===== src/rtl/leading_one_normalizer.sv =====
// leading_one_normalizer
//
// Two-stage pipelined leading-one detector / normaliser for the softmax ln path.
// For each unsigned fixed-point word F it returns the 1-based position of the most
// significant set bit, its one-hot mask, the signed binary exponent relative to the
// fixed-point scale, and F shifted left so the leading one lands on the MSB.
//
// Ports:
//   clk, rst        clock, synchronous active-high reset
//   in_valid/ready  input handshake; in_data (F) and in_tag accepted on in_valid & in_ready
//   out_valid/ready output handshake; result held stable while out_valid & ~out_ready
//   out_pos         1-based leading-one index (0 when F == 0)
//   out_one_hot     mask of the leading-one bit (0 when F == 0)
//   out_exp         signed exponent out_pos - 1 - FRAC_W, POS_W+1 bits (0 when F == 0)
//   out_norm        F << (DATA_W - out_pos) (0 when F == 0)
//   out_zero        F was zero
//   out_tag         sideband tag carried with the word
module leading_one_normalizer #(
   parameter int unsigned DATA_W = 32,
   parameter int unsigned FRAC_W = 16,
   parameter int unsigned POS_W  = 6,
   parameter int unsigned TAG_W  = 4
) (
   input  logic                clk,
   input  logic                rst,
   input  logic                in_valid,
   output logic                in_ready,
   input  logic [DATA_W-1:0]   in_data,
   input  logic [TAG_W-1:0]    in_tag,
   output logic                out_valid,
   input  logic                out_ready,
   output logic [POS_W-1:0]    out_pos,
   output logic [DATA_W-1:0]   out_one_hot,
   output logic [POS_W:0]      out_exp,
   output logic [DATA_W-1:0]   out_norm,
   output logic                out_zero,
   output logic [TAG_W-1:0]    out_tag
);

   localparam int unsigned EXP_W = POS_W + 1;

   // Stage 1 state
   logic                s1_valid_q, s1_valid_d;
   logic [DATA_W-1:0]   s1_data_q, s1_data_d;
   logic [DATA_W-1:0]   s1_one_hot_q, s1_one_hot_d;
   logic [TAG_W-1:0]    s1_tag_q, s1_tag_d;
   logic                s1_zero_q, s1_zero_d;

   // Stage 2 state (drives the outputs directly)
   logic                s2_valid_q, s2_valid_d;
   logic [POS_W-1:0]    s2_pos_q, s2_pos_d;
   logic [DATA_W-1:0]   s2_one_hot_q, s2_one_hot_d;
   logic [EXP_W-1:0]    s2_exp_q, s2_exp_d;
   logic [DATA_W-1:0]   s2_norm_q, s2_norm_d;
   logic                s2_zero_q, s2_zero_d;
   logic [TAG_W-1:0]    s2_tag_q, s2_tag_d;

   logic                s1_en, s2_en;
   logic [DATA_W-1:0]   in_one_hot;
   logic [POS_W-1:0]    pos_c;
   logic [EXP_W-1:0]    exp_c;
   logic [EXP_W-1:0]    shamt_c;
   logic [DATA_W-1:0]   norm_c;

   // Ready chain: a stage may load when it is empty or its successor is loading.
   assign s2_en    = ~s2_valid_q | out_ready;
   assign s1_en    = ~s1_valid_q | s2_en;
   assign in_ready = s1_en;

   // Leading-one mask: keep bit i only if no higher bit is set. 'seen' is the running
   // OR of all bits above i.
   always_comb begin
      logic seen;
      seen       = 1'b0;
      in_one_hot = '0;
      for (int i = int'(DATA_W) - 1; i >= 0; i--) begin
         in_one_hot[i] = in_data[i] & ~seen;
         seen          = seen | in_data[i];
      end
   end

   // Stage 2 datapath: encode the one-hot mask, derive exponent and normalised word.
   always_comb begin
      pos_c = '0;
      for (int i = 0; i < int'(DATA_W); i++) begin
         if (s1_one_hot_q[i]) begin
            pos_c = POS_W'(i + 1);
         end
      end
      // Modular subtraction in EXP_W bits yields the two's-complement exponent.
      exp_c   = {1'b0, pos_c} - EXP_W'(FRAC_W + 1);
      shamt_c = EXP_W'(DATA_W) - {1'b0, pos_c};
      norm_c  = s1_data_q << shamt_c;
      if (s1_zero_q) begin
         pos_c  = '0;
         exp_c  = '0;
         norm_c = '0;
      end
   end

   // Next-state for both stages
   always_comb begin
      s1_valid_d   = s1_valid_q;
      s1_data_d    = s1_data_q;
      s1_one_hot_d = s1_one_hot_q;
      s1_tag_d     = s1_tag_q;
      s1_zero_d    = s1_zero_q;
      s2_valid_d   = s2_valid_q;
      s2_pos_d     = s2_pos_q;
      s2_one_hot_d = s2_one_hot_q;
      s2_exp_d     = s2_exp_q;
      s2_norm_d    = s2_norm_q;
      s2_zero_d    = s2_zero_q;
      s2_tag_d     = s2_tag_q;

      if (s1_en) begin
         s1_valid_d = in_valid;
         if (in_valid) begin
            s1_data_d    = in_data;
            s1_one_hot_d = in_one_hot;
            s1_tag_d     = in_tag;
            s1_zero_d    = (in_data == '0);
         end
      end

      if (s2_en) begin
         s2_valid_d = s1_valid_q;
         if (s1_valid_q) begin
            s2_pos_d     = pos_c;
            s2_one_hot_d = s1_one_hot_q;
            s2_exp_d     = exp_c;
            s2_norm_d    = norm_c;
            s2_zero_d    = s1_zero_q;
            s2_tag_d     = s1_tag_q;
         end
      end
   end

   always_ff @(posedge clk) begin
      if (rst) begin
         s1_valid_q   <= 1'b0;
         s1_data_q    <= '0;
         s1_one_hot_q <= '0;
         s1_tag_q     <= '0;
         s1_zero_q    <= 1'b0;
         s2_valid_q   <= 1'b0;
         s2_pos_q     <= '0;
         s2_one_hot_q <= '0;
         s2_exp_q     <= '0;
         s2_norm_q    <= '0;
         s2_zero_q    <= 1'b0;
         s2_tag_q     <= '0;
      end else begin
         s1_valid_q   <= s1_valid_d;
         s1_data_q    <= s1_data_d;
         s1_one_hot_q <= s1_one_hot_d;
         s1_tag_q     <= s1_tag_d;
         s1_zero_q    <= s1_zero_d;
         s2_valid_q   <= s2_valid_d;
         s2_pos_q     <= s2_pos_d;
         s2_one_hot_q <= s2_one_hot_d;
         s2_exp_q     <= s2_exp_d;
         s2_norm_q    <= s2_norm_d;
         s2_zero_q    <= s2_zero_d;
         s2_tag_q     <= s2_tag_d;
      end
   end

   assign out_valid   = s2_valid_q;
   assign out_pos     = s2_pos_q;
   assign out_one_hot = s2_one_hot_q;
   assign out_exp     = s2_exp_q;
   assign out_norm    = s2_norm_q;
   assign out_zero    = s2_zero_q;
   assign out_tag     = s2_tag_q;

endmodule

===== config.mk =====
export PLATFORM = sky130hd
export DESIGN_NAME = leading_one_normalizer
export DESIGN_NICKNAME = d
export VERILOG_FILES = /design/src/rtl/leading_one_normalizer.sv
export SDC_FILE = /design/constraint.sdc
export NUM_CORES = 1
export LEC_CHECK = 0
export ABC_AREA = 1
export CORE_ASPECT_RATIO = 1.1
export CORE_MARGIN = 2
export CORE_UTILIZATION = 54
export DETAILED_ROUTE_END_ITERATION = 12
export HOLD_SLACK_MARGIN = 0.12
export PLACE_DENSITY_LB_ADDON = 0.2
export SLEW_MARGIN = 20
export SYNTH_ARGS = -nofsm -noshare
export SYNTH_HDL_FRONTEND = slang
export SYNTH_SLANG_ARGS = --single-unit

===== constraint.sdc =====
create_clock -name clk -period 4.27 [get_ports clk]
set_clock_uncertainty 0.2 [all_clocks]
set_input_delay 1.0675 -clock clk [delete_from_list [all_inputs] [get_ports clk]]
set_output_delay 1.0675 -clock clk [all_outputs]
set_load 0.02 [all_outputs]

==> results of run 1 <==
## final timing paths
check	slack (ns)	depth (start not counted)	end	start
min reg2reg	0.26	2	out_norm[0]$_SDFFE_PP0P_	out_norm[0]$_SDFFE_PP0P_
max reg2reg	0.45	41	out_norm[26]$_SDFFE_PP0P_	s1_one_hot_q[1]$_SDFFE_PP0P_
min	0.26	2	out_norm[0]$_SDFFE_PP0P_	out_norm[0]$_SDFFE_PP0P_
max	0.41	21	s1_one_hot_q[1]$_SDFFE_PP0P_	in_data[30]
## flip-flops by register name, indices dropped and copies added (netlist names)
name / flops
out_tag: 4
out_zero: 1
s1_one_hot_q: 31
out_valid: 1
s1_zero_q: 1
out_one_hot: 32
s1_tag_q: 4
s1_data_q: 32
s1_valid_q: 1
out_norm: 32
out_exp: 7
out_pos: 6
## stage by stage
stage | std cells | TNS, ns | total power [uW]
final | 1518 | 0 | 3960
after global routing | 1518 | 0 | 4130
after CTS | 1517 | 0 | 3950
after detailed placement | 1485 | -0.111 | 2410
after global placement | 1485 | 0 | 2400
after floorplan | 1221 | 0 | 2120
## worst max-delay path, stage by stage
cell	delay (ns)
sky130_fd_sc_hd__clkdlybuf4s50_1	0.41
sky130_fd_sc_hd__nor2_1	0.15
sky130_fd_sc_hd__inv_1	0.05
sky130_fd_sc_hd__nor2_1	0.11
sky130_fd_sc_hd__inv_1	0.07
sky130_fd_sc_hd__nor3_1	0.16
sky130_fd_sc_hd__inv_1	0.08
sky130_fd_sc_hd__nor2_1	0.12
sky130_fd_sc_hd__inv_1	0.04
sky130_fd_sc_hd__or2_1	0.23
sky130_fd_sc_hd__nor4_2	0.19
sky130_fd_sc_hd__nand2_1	0.10
sky130_fd_sc_hd__nor2_1	0.13
sky130_fd_sc_hd__inv_2	0.07
sky130_fd_sc_hd__nor2_2	0.12
sky130_fd_sc_hd__nand2_1	0.12
sky130_fd_sc_hd__nor4_4	0.20
sky130_fd_sc_hd__nand2_1	0.15
sky130_fd_sc_hd__nor4_4	0.18
sky130_fd_sc_hd__nand3_1	0.10
sky130_fd_sc_hd__a21oi_1	0.14
## timing repair
| item | CTS | global route |
|---|---|---|
| buffers inserted | 0 | 0 |
| hold buffers | 0 | 0 |
| resized for setup | 0 | 11 |
| setup endpoints to repair | 0 | 25 |
## final cells by class
class	count	area (um^2)	share of cell area, %
multi-input combinational	879	4120	41.4
sequential	152	3040	30.6
timing repair buffer	150	1510	15.2
clock buffer	18	429	4.32
inverter	112	424	4.27
tap	192	240	2.42
clock inverter	14	170	1.71
timing repair inverter	1	7.51	0.0755
## cell families after synthesis
family / count (synthesis) / synth area share (%)
xor+xnor: 4 / 0.775
buf+inv: 190 / 10.2
simple gates: 684 / 38.1
fa+ha+maj: 1 / 0.158
compound gates: 190 / 12.3
flops: 152 / 38.5
## cell usage in the layout, fill, tap and decap left out, types with 17 or more instances in the layout
cell and instances:
sky130_fd_sc_hd__nand2_1 283, sky130_fd_sc_hd__nand3_1 269, sky130_fd_sc_hd__dfxtp_1 151, sky130_fd_sc_hd__a21oi_1 135, sky130_fd_sc_hd__clkdlybuf4s50_1 122, sky130_fd_sc_hd__inv_1 103, sky130_fd_sc_hd__nor2_1 95, sky130_fd_sc_hd__o21ai_0 45
sky130_fd_sc_hd__buf_4 20, sky130_fd_sc_hd__clkbuf_16 17
## metal layers
layer  vias to the layer above  global-route usage [%]  part of all wire [%]
met4                         0                    10.9                   3.0
met2                       302                    47.4                    46
met5                         -                       0                     0
met3                        43                    7.64                   7.1
li1                       4213                       -                     -
met1                      3713                    37.7                    44
## power by group
part           internal [uW]  switching, uW
clock network            922            631
logic                    328            548
registers               1490           40.1
==> flow_metrics.py, run 1 <==
metrics = {
    "run_status": {
        "status": "complete, no violations",
    },
    "worst_setup_path": {
        "critical_path_required_ns": 4.43,
        "worstSetupStartpointType": "input pin",
        "setup.worst_path.end_class": "flip-flop",
        "cp_data_arrival_time_ns": 4.01,
        "timing_worst_setup_path_type": "in2reg",
        "worst-path-max-fanout": 3,
    },
    "floorplanning": {
        "top_level_ports": 124,
        "die-height_um": 131,
        "core_region_area_um2": 14400,
        "die_area_um2": 15600,
        "initial_cell_density_of_the_core_pct": 55.0,
        "standard_cell_rows": 46,
        "dieWidth_um": 119,
    },
    "grt": {
        "grt_start_max_net_pins": 103,
        "first_global_vias": 7439,
        "globalRoute.totalOverflow": 0,
        "globalRouteTotalUtil_pct": 29.2,
        "grt_first_pass_wirelength_um": 36800,
        "grt_antenna_before_repair": 0,
    },
    "yosys": {
        "synth.cells.most_frequent": "284 x sky130_fd_sc_hd__nand2_1, 270 x sky130_fd_sc_hd__nand3_1, 152 x sky130_fd_sc_hd__dfxtp_1, 135 x sky130_fd_sc_hd__a21oi_1, 104 x sky130_fd_sc_hd__inv_1",
        "yosys.cell_count.top_type": "sky130_fd_sc_hd__nand2_1",
        "synth_area_leader_cell": "sky130_fd_sc_hd__dfxtp_1",
        "syn_area_um2": 7910,
        "synth_top_area_cells": "sky130_fd_sc_hd__dfxtp_1 38%, sky130_fd_sc_hd__nand3_1 17%, sky130_fd_sc_hd__nand2_1 13%, sky130_fd_sc_hd__a21oi_1 8.5%, sky130_fd_sc_hd__inv_1 4.9%",
        "synth.lib_cells_used.distinct": 38,
        "synth-warning-count": 0,
        "synth_edf_count": 0,
        "synth_sequential_area_ratio_pct": 38.5,
        "synth_largest_type_area_fraction_pct": 38.5,
        "number_of_synthesized_register_bits": 152,
        "postSynthAreaPerCell_um2": 6.48,
        "syn_nets": 1262,
        "post_synth_inst_count": 1221,
        "synth_flop_cell": "sky130_fd_sc_hd__dfxtp_1",
        "postSynth.asyncResetShare_pct": 0,
    },
    "route": {
        "routed_via_density": 5.45,
        "route.detailed.wl_per_inst_um": 14.8,
        "detail-route-antenna-nets": 0,
        "via_count": 8271,
        "detail_route.wirelength_um": 22400,
        "drcViolationCount": 0,
        "detailedRoute.firstIterationViolations": 605,
        "drt_pre_antenna_iters": 5,
    },
    "finish": {
        "finish.net_count": 1354,
        "antenna-diode-count": 0,
        "drive_gt1_share_pct": 6.56,
        "areaGrowthSynthToFinish_pct": 25.7,
        "post-route-cell-area_um2": 9940,
        "nFillCells": 1317,
        "utilization_pct": 69.1,
    },
    "cts": {
        "clk_pin_slew_ns": 0.06,
        "cts-root-to-sink-buffers": 2,
        "cts_tree": "yes",
        "number_of_buffers_created_by_cts": 17,
        "insertion_delay_of_the_later_clocked_pin_in_the_worst_skew_pair_ns": 0.43,
        "clock_tree.htree_level_count": 4,
        "tritoncts_num_sinks": 152,
        "cts.root.buffer_cell": "sky130_fd_sc_hd__clkbuf_16",
    },
    "timing": {
        "tightest_slew_ns": 1.08,
        "slew_violations": 0,
        "unrepaired_setup_endpoints_after_global_routing": "false",
        "finalHoldWorstSlack_ns": 0.263,
        "max_clock_freq_mhz": 259,
        "setup-violations-final": 0,
        "period_share_pct": 90.3,
        "final_critical_path_setup_slack_ns": 0.413,
        "final.min_clock_period_ns": 3.86,
        "relSlewSlack_pct": 28.1,
        "final_hold_viol_count": 0,
    },
    "placement": {
        "placement.setup.worst_slack_ns": -0.0719,
        "gpl.final_weighted_congestion": 0.952,
        "postPlaceCellArea_um2": 9280,
        "buffer_ports.inserted": 123,
        "dp_hpwl_um": 15300,
    },
    "pwr": {
        "peakVddDrop_mv": 0.351,
        "power.leakage_uw": 0.00397,
        "power_density_nw_per_um2": 398,
    },
    "worst_hold_path": {
        "timing.hold.worst.class": "reg2reg",
    },
    "job": {
        "drv_cap": 0,
    },
}
Note: power is estimated with default switching activity, not from simulation.
==> inputs of run 2 (changes only) <==
Settings changed: GPL_ROUTABILITY_DRIVEN from default to 0.
==> run 2 against run 1 <==
Net effect:
- via count up 1.9%
- total power hardly changed
- worst setup slack lost 0.016 ns
- largest cell class unchanged
- count of clock-buffer cells in the layout is 1 higher
- critical path type is now reg2reg
==> flow_metrics.py, run 2 (synthesized netlist as in run 1, its figures left out) <==
metrics = {
    "run_status": {
        "status": "complete, no violations",
    },
    "job": {
        "drv_cap": 0,
    },
    "route": {
        "drt_pre_antenna_iters": 6,
        "detail-route-antenna-nets": 0,
        "detail_route.wirelength_um": 22200,
        "routed_via_density": 5.56,
        "via_count": 8430,
        "route.detailed.wl_per_inst_um": 14.6,
        "detailedRoute.firstIterationViolations": 796,
        "drcViolationCount": 0,
    },
    "cts": {
        "cts_setup_buffers": 0,
        "clock_tree.htree_level_count": 4,
        "insertion_delay_of_the_later_clocked_pin_in_the_worst_skew_pair_ns": 0.43,
        "cts-root-to-sink-buffers": 2,
        "tritoncts_num_sinks": 152,
        "cts.root.buffer_cell": "sky130_fd_sc_hd__clkbuf_16",
        "number_of_buffers_created_by_cts": 17,
        "cts_tree": "yes",
        "clk_pin_slew_ns": 0.06,
    },
    "finish": {
        "antenna-diode-count": 0,
        "drive_gt1_share_pct": 6.42,
        "most_used_cells_in_the_layout_excluding_fill_and_tap_cells": "283 x sky130_fd_sc_hd__nand2_1, 269 x sky130_fd_sc_hd__nand3_1, 152 x sky130_fd_sc_hd__dfxtp_1",
        "areaGrowthSynthToFinish_pct": 25.2,
        "finish.net_count": 1353,
        "layout_commonest_cell": "sky130_fd_sc_hd__nand2_1",
    },
    "grt": {
        "busiest_layer": "met2",
        "globalRouteTotalUtil_pct": 28.6,
        "groute.layer.met3.usage_pct": 7.07,
        "global_route.usage.met1_pct": 37.8,
        "first_global_vias": 7360,
        "grt_antenna_before_repair": 0,
        "gr-usage-met2_pct": 44.2,
        "globalRoute.totalOverflow": 0,
        "grt_start_max_net_pins": 103,
        "grt_first_pass_wirelength_um": 35900,
    },
    "worst_hold_path": {
        "min_to": "out_exp[3]$_SDFFE_PP0P_",
        "holdCritStartpoint": "out_exp[3]$_SDFFE_PP0P_",
        "timing.hold.worst.class": "reg2reg",
        "number_of_cells_on_the_worst_hold_path": 2,
    },
    "worst_setup_path": {
        "timing_worst_setup_path_type": "reg2reg",
        "maximum_cell_stage_delay_along_the_critical_path_ns": 0.39,
        "worst-path-max-fanout": 40,
        "r2r-start": "s1_one_hot_q[1]$_SDFFE_PP0P_",
        "regToRegSetupSlack_ns": 0.40,
        "cp_slowest_cell": "sky130_fd_sc_hd__buf_4",
        "cp_data_arrival_time_ns": 4.00,
        "critical_path_required_ns": 4.40,
        "path_common_cell": "sky130_fd_sc_hd__nand2_1",
        "rr_endpoint": "out_norm[30]$_SDFFE_PP0P_",
        "setup.worst_path.end_class": "flip-flop",
        "worst_r2r_path_depth": 41,
        "worstSetupStartpointType": "flip-flop",
    },
    "timing": {
        "setup-violations-final": 0,
        "unrepaired_setup_endpoints_after_global_routing": "false",
        "final_hold_viol_count": 0,
        "max_clock_freq_mhz": 258,
        "tightest_slew_ns": 1.06,
        "final.min_clock_period_ns": 3.87,
        "relSlewSlack_pct": 29.2,
        "period_share_pct": 90.7,
        "final_critical_path_setup_slack_ns": 0.397,
        "setup_tns_ns": 0,
        "slew_violations": 0,
    },
    "placement": {
        "dp_hpwl_um": 14900,
        "placement.setup.worst_slack_ns": -0.0179,
        "buffer_ports.inserted": 123,
    },
    "floorplanning": {
        "standard_cell_rows": 46,
        "die-height_um": 131,
        "dieWidth_um": 119,
        "top_level_ports": 124,
        "core_region_area_um2": 14400,
        "die_area_um2": 15600,
        "initial_cell_density_of_the_core_pct": 55.0,
    },
    "pwr": {
        "power_density_nw_per_um2": 399,
        "peakVddDrop_mv": 0.342,
        "power.leakage_uw": 0.00397,
    },
}
## run 2: worst max-delay path, delay by kind of cell, from the launching register on
family | cells | cell delay, ns
buf+inv | 4 | 0.72
simple gates | 36 | 2.11
xor+xnor | 1 | 0.37
flops | 1 | 0.36
## run 2: metal layers
metal,routed length [um],part of all wire (%),vias up
met1,9460,43,3756
met2,10100,46,392
met5,0,0,-
met3,1750,7.9,72
li1,-,-,4210
met4,804,3.6,0
## run 2: worst max-delay path by stage
stage,startpoint,depth (start not counted),to,slack [ns]
after CTS,s1_one_hot_q[0]$_SDFFE_PP0P_,43,out_norm[30]$_SDFFE_PP0P_,0.37
after global routing,s1_one_hot_q[1]$_SDFFE_PP0P_,41,out_norm[30]$_SDFFE_PP0P_,0.01
after global placement,in_data[30],21,s1_one_hot_q[1]$_SDFFE_PP0P_,0.04
final,s1_one_hot_q[1]$_SDFFE_PP0P_,41,out_norm[30]$_SDFFE_PP0P_,0.40
after floorplan,s1_one_hot_q[1]$_SDFFE_PP0P_,45,out_norm[25]$_SDFFE_PP0P_,0.47
after detailed placement,in_data[30],21,s1_one_hot_q[1]$_SDFFE_PP0P_,-0.02
## run 2: timing repair
item | in CTS | in global routing
endpoints found under the setup margin | 0 | 21
hold buffers | 0 | 0
gates resized for setup | 0 | 9
## run 2: per-stage QoR
stage / util, % / total power [uW] / instances / instance area (um^2) / hold WS (ns)
3_5_place_dp: 64.3 / 2400 / 1484 / 9250 / 0.254
4_1_cts: 68.5 / 3950 / 1516 / 9860 / 0.264
3_3_place_gp: 64.3 / 2390 / 1484 / 9250 / 0.252
2_1_floorplan: - / 2120 / 1221 / 7910 / 0.245
5_1_grt: 68.8 / 4120 / 1517 / 9900 / 0.278
6_report: 68.8 / 3950 / 1517 / 9900 / 0.262
## run 2: layout make-up
cell class / instances / area, um^2
clock buffers: 19 / 443
well taps: 192 / 240
flip-flops and latches: 152 / 3040
repair buffers: 150 / 1480
inverters: 112 / 424
fillers: 1277 / 4490
clock inverters: 13 / 168
multi-input cells: 879 / 4100
## run 2: power breakdown
group / total (uW) / switching [uW] / internal, uW
Clock: 1560 / 620 / 940
Sequential: 1530 / 40.2 / 1490
Combinational: 866 / 546 / 320
